===== config.mk =====
export PLATFORM = sky130hd
export DESIGN_NAME = palm_frame_sequencer
export DESIGN_NICKNAME = d
export VERILOG_FILES = /design/src/rtl/palm_ctrl_pkg.sv /design/src/rtl/raster_counter.sv /design/src/rtl/palm_frame_sequencer.sv
export SDC_FILE = /design/constraint.sdc
export NUM_CORES = 1
export LEC_CHECK = 0
export CORE_ASPECT_RATIO = 0.5
export CORE_MARGIN = 3
export CORE_UTILIZATION = 44
export DETAILED_ROUTE_END_ITERATION = 16
export PLACE_DENSITY = 0.78
export SYNTH_ARGS = -nofsm -noshare
export SYNTH_HDL_FRONTEND = slang
export SYNTH_SLANG_ARGS = --single-unit

===== constraint.sdc =====
create_clock -name clk -period 2 [get_ports clk]
set_input_delay 0.3 -clock clk [delete_from_list [all_inputs] [get_ports clk]]
set_output_delay 0.3 -clock clk [all_outputs]
set_load 0.05 [all_outputs]

===== src/rtl/palm_ctrl_pkg.sv =====
// palm_ctrl_pkg
// Shared types and constants for the palm-identification frame sequencer:
// FSM state encoding, coordinate width, default frame geometry/timeout and
// the bounding-box result record.
package palm_ctrl_pkg;

  localparam int unsigned COORD_W     = 8;
  localparam int unsigned DEF_IMG_W   = 64;
  localparam int unsigned DEF_IMG_H   = 48;
  localparam int unsigned DEF_TIMEOUT = 255;

  typedef enum logic [2:0] {
    ST_IDLE,
    ST_CLEAR,
    ST_STREAM,
    ST_WAIT_DP,
    ST_HOLD
  } state_e;

  typedef struct packed {
    logic [COORD_W-1:0] start_r;
    logic [COORD_W-1:0] start_c;
    logic [COORD_W-1:0] end_r;
    logic [COORD_W-1:0] end_c;
    logic [COORD_W-1:0] height;
    logic [COORD_W-1:0] width;
  } bbox_t;

endpackage


===== src/rtl/raster_counter.sv =====
// raster_counter
// Row/column tracker for a raster-order pixel stream.
//   clk, rst      : clock, asynchronous active-low reset
//   clear         : force position back to (0,0)
//   advance       : one pixel accepted this cycle
//   row, col      : position of the next pixel to accept
//   last_pixel    : current position is the final pixel of the frame
module raster_counter
  import palm_ctrl_pkg::*;
#(
  parameter int unsigned IMG_W = DEF_IMG_W,
  parameter int unsigned IMG_H = DEF_IMG_H
) (
  input  logic               clk,
  input  logic               rst,
  input  logic               clear,
  input  logic               advance,
  output logic [COORD_W-1:0] row,
  output logic [COORD_W-1:0] col,
  output logic               last_pixel
);

  logic [COORD_W-1:0] row_q, row_d;
  logic [COORD_W-1:0] col_q, col_d;
  logic               col_last;

  assign col_last   = (col_q == COORD_W'(IMG_W - 1));
  assign last_pixel = col_last && (row_q == COORD_W'(IMG_H - 1));

  always_comb begin
    row_d = row_q;
    col_d = col_q;
    if (clear) begin
      row_d = '0;
      col_d = '0;
    end else if (advance) begin
      if (last_pixel) begin
        row_d = '0;
        col_d = '0;
      end else if (col_last) begin
        row_d = row_q + 1'b1;
        col_d = '0;
      end else begin
        col_d = col_q + 1'b1;
      end
    end
  end

  always_ff @(posedge clk or negedge rst) begin
    if (!rst) begin
      row_q <= '0;
      col_q <= '0;
    end else begin
      row_q <= row_d;
      col_q <= col_d;
    end
  end

  assign row = row_q;
  assign col = col_q;

endmodule


===== src/rtl/palm_frame_sequencer.sv =====
// palm_frame_sequencer
// Sequences the palm-identification datapath over one binary frame:
// arm on frame_start, pulse dp_clear, stream pixels with raster tracking,
// wait (with timeout) for the datapath bounding box, then hold the result
// on a valid/ready handshake.
//   clk, rst                     : clock, asynchronous active-low reset
//   frame_start/test_mode/test_height : arm request and per-frame config
//   pix_in/pix_valid/pix_ready   : incoming object-image pixel stream
//   dp_*  (out)                  : clear, pixel, frame-end and config to datapath
//   dp_done, dp_* (in)           : datapath bounding-box result
//   res_*, res_valid/res_ready   : captured result to downstream
//   busy, row, col               : status and next raster position
module palm_frame_sequencer
  import palm_ctrl_pkg::*;
#(
  parameter int unsigned IMG_W   = DEF_IMG_W,
  parameter int unsigned IMG_H   = DEF_IMG_H,
  parameter int unsigned TIMEOUT = DEF_TIMEOUT
) (
  input  logic               clk,
  input  logic               rst,
  input  logic               frame_start,
  input  logic               test_mode,
  input  logic [7:0]         test_height,
  input  logic               pix_in,
  input  logic               pix_valid,
  output logic               pix_ready,
  output logic               dp_clear,
  output logic               dp_object_image,
  output logic               dp_pixel_en,
  output logic               dp_frame_end,
  output logic               dp_testing_switch,
  output logic [7:0]         dp_palm_height_test,
  input  logic               dp_done,
  input  logic [COORD_W-1:0] dp_start_r,
  input  logic [COORD_W-1:0] dp_start_c,
  input  logic [COORD_W-1:0] dp_end_r,
  input  logic [COORD_W-1:0] dp_end_c,
  input  logic [COORD_W-1:0] dp_height,
  input  logic [COORD_W-1:0] dp_width,
  output logic [COORD_W-1:0] res_start_r,
  output logic [COORD_W-1:0] res_start_c,
  output logic [COORD_W-1:0] res_end_r,
  output logic [COORD_W-1:0] res_end_c,
  output logic [COORD_W-1:0] res_height,
  output logic [COORD_W-1:0] res_width,
  output logic               res_valid,
  output logic               res_timeout,
  input  logic               res_ready,
  output logic               busy,
  output logic [COORD_W-1:0] row,
  output logic [COORD_W-1:0] col
);

  state_e             state_q, state_d;
  logic               mode_q, mode_d;
  logic [7:0]         height_q, height_d;
  logic [COORD_W-1:0] timer_q, timer_d;
  bbox_t              res_q, res_d;
  logic               res_valid_q, res_valid_d;
  logic               res_timeout_q, res_timeout_d;
  logic               pix_en_q, pix_en_d;
  logic               pix_img_q, pix_img_d;
  logic               frame_end_q, frame_end_d;

  logic               rc_clear;
  logic               accept;
  logic               last_pixel;

  assign pix_ready = (state_q == ST_STREAM);
  assign dp_clear  = (state_q == ST_CLEAR);
  assign busy      = (state_q != ST_IDLE);
  assign accept    = pix_valid && pix_ready;

  raster_counter #(
    .IMG_W(IMG_W),
    .IMG_H(IMG_H)
  ) u_raster (
    .clk       (clk),
    .rst       (rst),
    .clear     (rc_clear),
    .advance   (accept),
    .row       (row),
    .col       (col),
    .last_pixel(last_pixel)
  );

  always_comb begin
    state_d       = state_q;
    mode_d        = mode_q;
    height_d      = height_q;
    timer_d       = timer_q;
    res_d         = res_q;
    res_valid_d   = res_valid_q;
    res_timeout_d = res_timeout_q;
    rc_clear      = 1'b0;
    pix_en_d      = accept;
    pix_img_d     = accept && pix_in;
    frame_end_d   = accept && last_pixel;

    case (state_q)
      ST_IDLE: begin
        if (frame_start) begin
          mode_d   = test_mode;
          height_d = test_height;
          rc_clear = 1'b1;
          state_d  = ST_CLEAR;
        end
      end
      ST_CLEAR: state_d = ST_STREAM;
      ST_STREAM: begin
        if (accept && last_pixel) begin
          timer_d = '0;
          state_d = ST_WAIT_DP;
        end
      end
      ST_WAIT_DP: begin
        timer_d = timer_q + 1'b1;
        // dp_done is checked first so it wins over a coincident timeout.
        if (dp_done) begin
          res_d         = '{dp_start_r, dp_start_c, dp_end_r, dp_end_c, dp_height, dp_width};
          res_timeout_d = 1'b0;
          res_valid_d   = 1'b1;
          state_d       = ST_HOLD;
        end else if (timer_q == COORD_W'(TIMEOUT - 1)) begin
          res_d         = '0;
          res_timeout_d = 1'b1;
          res_valid_d   = 1'b1;
          state_d       = ST_HOLD;
        end
      end
      ST_HOLD: begin
        if (res_ready) begin
          res_valid_d = 1'b0;
          state_d     = ST_IDLE;
        end
      end
      default: state_d = ST_IDLE;
    endcase
  end

  always_ff @(posedge clk or negedge rst) begin
    if (!rst) begin
      state_q       <= ST_IDLE;
      mode_q        <= 1'b0;
      height_q      <= '0;
      timer_q       <= '0;
      res_q         <= '0;
      res_valid_q   <= 1'b0;
      res_timeout_q <= 1'b0;
      pix_en_q      <= 1'b0;
      pix_img_q     <= 1'b0;
      frame_end_q   <= 1'b0;
    end else begin
      state_q       <= state_d;
      mode_q        <= mode_d;
      height_q      <= height_d;
      timer_q       <= timer_d;
      res_q         <= res_d;
      res_valid_q   <= res_valid_d;
      res_timeout_q <= res_timeout_d;
      pix_en_q      <= pix_en_d;
      pix_img_q     <= pix_img_d;
      frame_end_q   <= frame_end_d;
    end
  end

  assign dp_testing_switch   = mode_q;
  assign dp_palm_height_test = height_q;
  assign dp_pixel_en         = pix_en_q;
  assign dp_object_image     = pix_img_q;
  assign dp_frame_end        = frame_end_q;
  assign res_start_r         = res_q.start_r;
  assign res_start_c         = res_q.start_c;
  assign res_end_r           = res_q.end_r;
  assign res_end_c           = res_q.end_c;
  assign res_height          = res_q.height;
  assign res_width           = res_q.width;
  assign res_valid           = res_valid_q;
  assign res_timeout         = res_timeout_q;

endmodule


# Word level (Yosys, flattened, before mapping)
# Index checks and enable logic that the tools add are counted.
# classes
n_shift,0
order_cmp,0
n_mux,25
eq_ne,11
n_reduce_logical,17
div,0
add_sub_neg,3
bitwise,0
multipliers,0
# op_table
cell,count
$mux 48,2
$mux 8,9
$add 8x1->8 const B,3
$eq 8x6->1 const B,2
$pmux 8 s2,1
$mux 3,5
$pmux 3 s5,1
$eq 8x8->1 const B,1
$reduce_and 2->1,4
$reduce_bool 2->1,4
$eq 3x2->1 const B,2
$mux 1,6
$reduce_bool 3->1,2
$logic_and 1x1->1,4
$ne 2x2->1 const B,2
$reduce_and 4->1,1
$eq 3x1->1 const B,1
$eq 3x3->1 const B,1
$logic_not 3->1,1
$ne 3x3->1 const B,1
$reduce_and 3->1,1
$ne 2x1->1 const B,1
$pmux 1 s2,1
# word_totals
output_inout_bits,81
word_cells,73
mem_bits_rw,0
latch_bits,0
ff_bits,89
in_bits,64
n_memories,0
romBits,0

# Depth between registers and ports, before layout
# logic_depth
ltp_word,5
ltp_mapped,8
depth_no_buf,5

# By module
# Synthesis repeated with hierarchy kept, for this count alone.
# hier_totals
cells_unflattened,407
hier_area_um2,4199.0
# modules_own_cells
mod,area_each_um2,seq_area_each_um2,n_inst,cells_per_inst
palm_frame_sequencer,3254.4,1826.8,1,306
raster_counter,944.7,400.4,1,101

# Worst setup path before layout
# Ideal clock, no wire load.
# synth_timing
path_kind,reg-to-reg
startpoint,register u_raster.col_q[0] (netlist: u_raster.col[0])
endpoint,register u_raster.row_q[5] (netlist: u_raster.row[5])
required_time_ps,1917
setup_slack_ps,-20
setup_ps,83
arrival_time_ps,1937
path_buffers,1
path_stages_with_launch,7
path_cell_list,dfrtp_1 > ha_1 > and3_1 > nand4_2 > buf_6 > or4_1 > o21ai_0
# synth_between
elab_chain_cells,5
word_cells_on_any_way,7
# synth_lines
element,line_no,text
"start, declared",raster_counter.sv:24,"logic [COORD_W-1:0] col_q, col_d;"
"start signal, assigned",raster_counter.sv:55,col_q <= col_d;
$eq 8x6->1 (*),raster_counter.sv:27,assign col_last = (col_q == COORD_W'(IMG_W - 1));
$logic_and 1x1->1,raster_counter.sv:28,assign last_pixel = col_last && (row_q == COORD_W'(IMG_H - 1));
$mux 8,raster_counter.sv:37,if (last_pixel) begin
$mux 8,raster_counter.sv:36,end else if (advance) begin
$mux 8,raster_counter.sv:33,if (clear) begin
"end signal, assigned",raster_counter.sv:54,row_q <= row_d;
"end, declared",raster_counter.sv:23,"logic [COORD_W-1:0] row_q, row_d;"
# Mark *: on every way between the ends. The rest lies on a longest branch, timed or not. The select of a mux whose other input is x is not followed.
# A chain may end at the register's enable or synchronous reset.

# Final worst setup path
# layout_timing
startpoint,register u_raster.row_q[4] (netlist: u_raster.row[4])
endpoint,output row[4]
# layout_lines
element,line_no,text
"end, declared",palm_frame_sequencer.sv:51,"output logic [COORD_W-1:0] row,"
# No word-level cell between the ends.

==> out/qor.txt <==
======================================================================================
Outcome                                                                      completed
Start point of the worst min-delay path                                   dp_palm_height_test[4]$_DFFE_PN0P_
Clock latency of the later-clocked register in the worst-skew pair              330 ps
Number of antenna violations at the first check in global routing                    0
Sequential share of the synthesized area                                         59.6%
Worst relative slew slack                                                        64.9%
CP Max Fanout                                                                        6
Leading post-synthesis cells by instance count                            sky130_fd_sc_hd__dfrtp_1 (89), sky130_fd_sc_hd__a22o_1 (48), sky130_fd_sc_hd__nand2_1 (48)
Min-delay worst type                                                        reg -> reg
Global-route usage over all layers                                               19.8%
Fillcell total                                                                     614
Critical path start-end classification                                      reg -> out
Number of global-route vias before repair                                         3115
Average cell area after synthesis                                           11.4 sq um
Number of storage elements in the synthesis netlist                                 89
Cell type with the highest aggregate area in the netlist                  sky130_fd_sc_hd__dfrtp_1
Final-report max-slew violation count                                                0
Setup Skew                                                                     5.22 ps
PnR Total Power                                                                10.2 mW
Syn Inst Count                                                                     327
Crit path buffers/inverters                                                          1
Fraction of final layout cells sized beyond drive strength 1                     8.98%
Aggregate global routing overflow                                                    0
Main area contributors after synthesis                                    sky130_fd_sc_hd__dfrtp_1 (60%), sky130_fd_sc_hd__a22o_1 (11%), sky130_fd_sc_hd__nand2_1 (4.8%)
Core box area                                                             0.00812 sq mm
CP max stage cell                                                         sky130_fd_sc_hd__clkdlybuf4s50_1
Static Leakage                                                                 2.52 nW
Num CTS Buffers                                                                      9
Critical register-to-register path startpoint                             u_raster.col[0]$_DFFE_PN0P_
Area Overhead vs Synth                                                           53.9%
Initial Util                                                                     46.1%
R2R setup slack                                                                 170 ps
Endpoint class of the critical path                                       primary output
DP HPWL                                                                        6410 um
Via total after detailed routing                                                  3067
Chip width                                                                      136 um
Number of ports placed on the die boundary                                         145
Most frequent cell after synthesis                                        sky130_fd_sc_hd__dfrtp_1
Maximum buffer depth of the clock tree                                               2
Least-Margin Pin Slew                                                           526 ps
Shortest clock period the worst path allows after layout                       1910 ps
Max IR drop VDD                                                                1040 uV
Fraction of the cycle the final worst path needs                                 95.7%
FFs w/ async S/R, synth                                                           100%
Number of design rule violations left after detail routing                           0
Number of synthesis warnings                                                         0
Die Y                                                                          71.2 um
Total Die Area                                                            0.00970 sq mm
1st-iter DRT viols                                                                 204
Max stage delay on crit path                                                    840 ps
TritonRoute pass-1 iters                                                             4
Antenna diode count                                                                  0
Number of library cell types mapped by synthesis                                    47
Number of endpoints with negative hold slack in the final report                     0
Setup Viol. Count Final                                                              0
Global-route wire length before repair                                        15400 um
Postcts setup bufs                                                                   0
Signal arrival time at the worst endpoint                                      1610 ps
Area share of the leading cell type in the synthesized netlist                   59.6%
Unrepaired setup endpoints after global routing                                  false
Startpoint type of the worst setup path                                       register
RePlAce Congestion                                                               0.854
Via count normalized by instance count                                            5.19
Maximum operating frequency                                                    522 MHz
Routed length per placed instance                                              15.5 um
EDFF count, synth                                                                    0
Clock tree from TritonCTS                                                          yes
Netlist area before placement                                             0.00374 sq mm
Areal power density over the cells                                        1770 mW/mm^2
Pin count of the biggest net entering global routing                                42
Clock slew at the register clock pins of the worst setup and hold paths          60 ps
Worst Path Required                                                            1700 ps
H-tree depth reported by CTS                                                         3
Number of buffers inserted by port buffering                                       144
Dominant register cell in the synthesized netlist                         sky130_fd_sc_hd__dfrtp_1
Post-route antenna net violation count                                               0
CTS sink cnt                                                                        89
Post-Syn Nets                                                                      395
Total routed wirelength                                                        9140 um
Final layout net count                                                             542
Critical path, cell by cell                                               clkdlybuf4s50_1
Number of max-cap violations                                                         0
Root buffer cell                                                          sky130_fd_sc_hd__clkbuf_16
First element of the critical path                                        u_raster.row[4]$_DFFE_PN0P_
Total Neg Setup Slack                                                             0 ps
FP Rows                                                                             23
CP top delay family                                                       buffers and inverters
======================================================================================
## worst min-delay path: cells and delay by family (launching register included)
| family | cells | cell delay [ps] |
|---|---|---|
| simple gates | 2 | 110 |
| flops | 1 | 340 |
## repair_timing
item / CTS / global route
endpoints found under the setup margin: 0 / 1
gates resized for setup: 0 / 1
endpoints found under the hold margin: 34 / 0
hold buffers: 1 / 0
## layout by cell type (no fill, tap or decap), drive strengths merged, types with 3 or more instances in the layout
cell           netlist  final
a22o                48     48
inv                  6      6
dfrtp               89     89
bufinv               0      3
nand3b               3      3
and3                 4      4
nand4                4      4
buf                 16     17
ha                   4      4
clkdlybuf4s50        0    139
nand2               48     48
nand3               13     13
a21oi                5      5
xnor2                3      3
nor2                17     17
clkbuf               6     10
and2                 3      3
mux2i                4      4
o21ai               10     10
nor3                 5      5
nor3b                5      5
o211ai               3      3
xor2                 5      5
## routing by layer
layer	wire length, um	vias to the layer above	GRT usage [%]
li1	-	1470	-
met1	3940	1501	25.6
met2	4570	90	33.1
met3	577	6	6.96
met4	56	0	3.69
met5	0	-	0
## final cells by class
type / count / area (sq um) / share of cell area (%)
Tap cell: 112 / 140 / 2.44
Sequential cell: 89 / 2230 / 38.8
Clock inverter: 6 / 115 / 2.00
Clock buffer: 10 / 239 / 4.16
Multi-Input combinational cell: 210 / 1380 / 23.9
Inverter: 6 / 22.5 / 0.392
Timing Repair Buffer: 158 / 1630 / 28.3
## worst paths after layout
path,endpoint,cells past startpoint
worst min register to register,dp_palm_height_test[4]$_DFFE_PN0P_,2
worst max register to register,u_raster.row[4]$_DFFE_PN0P_,5
max in group asynchronous,res_start_r[3]$_DFFE_PN0P_,3
worst max-delay path,row[4],1
min in group asynchronous,dp_palm_height_test[4]$_DFFE_PN0P_,2
worst min-delay path,dp_palm_height_test[4]$_DFFE_PN0P_,2
## power breakdown
group / internal (mW) / switching, mW
clock network: 1.26 / 0.683
logic: 1.94 / 3.25
registers: 2.50 / 0.511
total: 5.70 / 4.45
## stage by stage
stage | util [%] | area, sq um | setup WS (ps) | hold slack, ps | instances
after floorplan | - | 3740 | 40.1 | 4.41 | 327
after global placement | 66.3 | 5380 | 125 | 300 | 574
after detailed placement | 66.3 | 5380 | 81.5 | 304 | 574
after CTS | 70.8 | 5750 | 64.0 | 478 | 591
after global routing | 70.9 | 5750 | 19.7 | 498 | 591
final | 70.9 | 5750 | 85.3 | 475 | 591
## sequential cells by signal (all words and copies together), names as in the netlist, 3 cells and up
signal / count
res_start_c: 8
u_raster.col: 8
timer_q: 8
res_end_c: 8
res_start_r: 8
res_end_r: 8
res_width: 8
dp_palm_height_test: 8
state_q: 3
u_raster.row: 8
res_height: 8
## kinds of logic after synthesis
logic type / count (synthesis) / share of synthesized area [%]
AND/OR/NAND/NOR: 116 / 15.8
flip-flops: 89 / 59.6
AO/OA/AOI/OAI: 78 / 16.4
buffers and inverters: 28 / 3.95
XOR/XNOR: 8 / 1.87
multiplexers: 4 / 1.07
adder cells (fa/ha/maj): 4 / 1.34
(Power assumes the default switching activity.)
==> patch: new RTL, same flow settings <==
Register the input `test_mode` before use, cleared by the reset. The logic sees it one clock later. The other inputs are not delayed to match.
--- a/src/rtl/palm_frame_sequencer.sv
+++ b/src/rtl/palm_frame_sequencer.sv
@@ -52,6 +52,16 @@
   output logic [COORD_W-1:0] col
 );
 
+  logic test_mode_q;
+
+  always_ff @(posedge clk or negedge rst) begin
+    if (!rst) begin
+      test_mode_q <= '0;
+    end else begin
+      test_mode_q <= test_mode;
+    end
+  end
+
   state_e             state_q, state_d;
   logic               mode_q, mode_d;
   logic [7:0]         height_q, height_d;
@@ -101,7 +111,7 @@
     case (state_q)
       ST_IDLE: begin
         if (frame_start) begin
-          mode_d   = test_mode;
+          mode_d   = test_mode_q;
           height_d = test_height;
           rc_clear = 1'b1;
           state_d  = ST_CLEAR;
Check against the original RTL: not equivalent (a bounded check fails within 4 cycles, from zero or initial values and one cycle with rst low).
==> patch against the unedited design <==
Critical path depth did not move; wire length rose by 5.8%; cell area rose by 0.63%; count of clock-buffer cells in the layout did not move; power rose by 0.72%; sequential cell count rose by 1; core utilization rose by 0.20 points; setup slack got worse by 15 ps; combinational power barely moved; synthesized area rose by 0.67%; largest cell class unchanged.
==> patch: results (changes against the unedited design) <==
STA
  • Clock skew: 6.13 ps (+0.919 ps)
  • Crit path time final: 1930 ps (+15.4 ps)
  • Hold slack: 395 ps (-79.5 ps)

CTS
  • CTS Buf Count: 9 (unchanged)
  • Sink Count: 90 (+1.1%)
  • Clk root buf: clkbuf_16

Cells and area
  • Clk cell area share: 6.10% (-0.060 points)
  • # clk buffers: 10 (unchanged)
  • Fraction of area in multi-input gates: 23.8% (-0.15 points)
  • Fraction of layout cells with a size suffix above 1: 9.90% (+0.92 points)
  • Register Area: 0.00225 mm2 (+1.1%)
  • Layout net count: 548 (+1.1%)
  • Buffering overhead: 28.4% (+0.039 points)
  • Fillers: 597 (-2.8%)
  • Number of non-clock buffers: 163 (+3.2%)
  • Multi-Input Combinational: 210 (unchanged)

Synth
  • Top cells by area, synth: dfrtp_1 (60%), a22o_1 (11%), nand2_1 (4.8%), nor2_1 (1.7%), nand3_1 (1.6%)
  • Top post-synthesis cells by count: dfrtp_1 (90), a22o_1 (48), nand2_1 (48)
  • Net Count, Synth: 396 (+0.25%)
  • Sequential area share after synthesis: 59.9% (+0.27 points)
  • Synthesized area per cell: 11.5 um2 (+0.36%)

Setup path
  • R2R Path End: timer_q[3]$_DFFE_PN0P_
  • Reg2Reg Depth: 4 (-1)
  • Arr. time, crit path: 1630 ps (+20 ps)
  • Crit Reg-Reg Startpoint: u_raster.row[4]$_DFFE_PN0P_
  • R2R Setup Slk: 200 ps (+30 ps)
  • Critical Path Sink: row[4]
  • Worst path slowest cell: clkdlybuf4s50_1

Global routing
  • First-pass GRT wire length: 16.2 mm (+5.0%)
  • Largest net degree at the start of global routing: 39 (-7.1%)
  • Vias in the first global route: 3182 (+2.2%)
  • GRT Total Usage: 20.8% (+0.99 points)

Place
  • # placed instances: 580 (+1.0%)
  • DP Worst Slack: 64.2 ps (-17.4 ps)
  • RD Place Congestion: 0.796 (-6.8%)
  • Placed cell area: 0.00542 mm2 (+0.70%)
  • HPWL Detailed: 6.83 mm (+6.5%)

Status
  • Outcome: completed

Pwr
  • PwrDens: 1770 mW/mm2 (about the same)
  • P_leak: 2.54 nW (+0.97%)

Routing
  • DRT iter0 DRCs: 131 (-36%)
  • WL/cell: 16.2 um (+4.8%)
  • DRT Wirelength: 9.68 mm (+5.8%)
  • Total number of vias: 3103 (+1.2%)

Worst hold path
  • Hold Path Depth: 1 (-1)
  • Hold Path Class: in2reg

Die
  • Die ar.: 0.00976 mm2 (+0.63%)
patch: changes by cell type in the layout (fill, tap and decap cells not counted), sizes merged:
| cell | unedited run | this run |
|---|---|---|
| clkinv | 2 | 1 |
| dfrtp | 89 | 90 |
| buf | 17 | 22 |
| clkinvlp | 1 | 2 |
patch: cells by family after synthesis:
| logic type | after synthesis | synth area share [%] |
|---|---|---|
| AOI/OAI and AO/OA | 78 | 16.3 |
| muxes | 4 | 1.06 |
| xor gates and xnor gates | 8 | 1.86 |
| and+or+nand+nor | 116 | 15.7 |
| buffers and inverters | 28 | 3.92 |
| adders and majority gates | 4 | 1.33 |
| DFF | 90 | 59.9 |
patch: per-layer routing:
layer	vias up	wire [um]	track usage, %
li1	1483	-	-
met5	-	0	0
met2	75	4800	34.8
met4	0	80	3.98
met1	1536	4330	27.5
met3	9	467	6.31
patch: report_power, final:
part	total, mW	switching [mW]	internal (mW)
combinational	5.20	3.29	1.92
clock	1.98	0.724	1.26
sequential	3.04	0.514	2.52
total	10.2	4.53	5.70
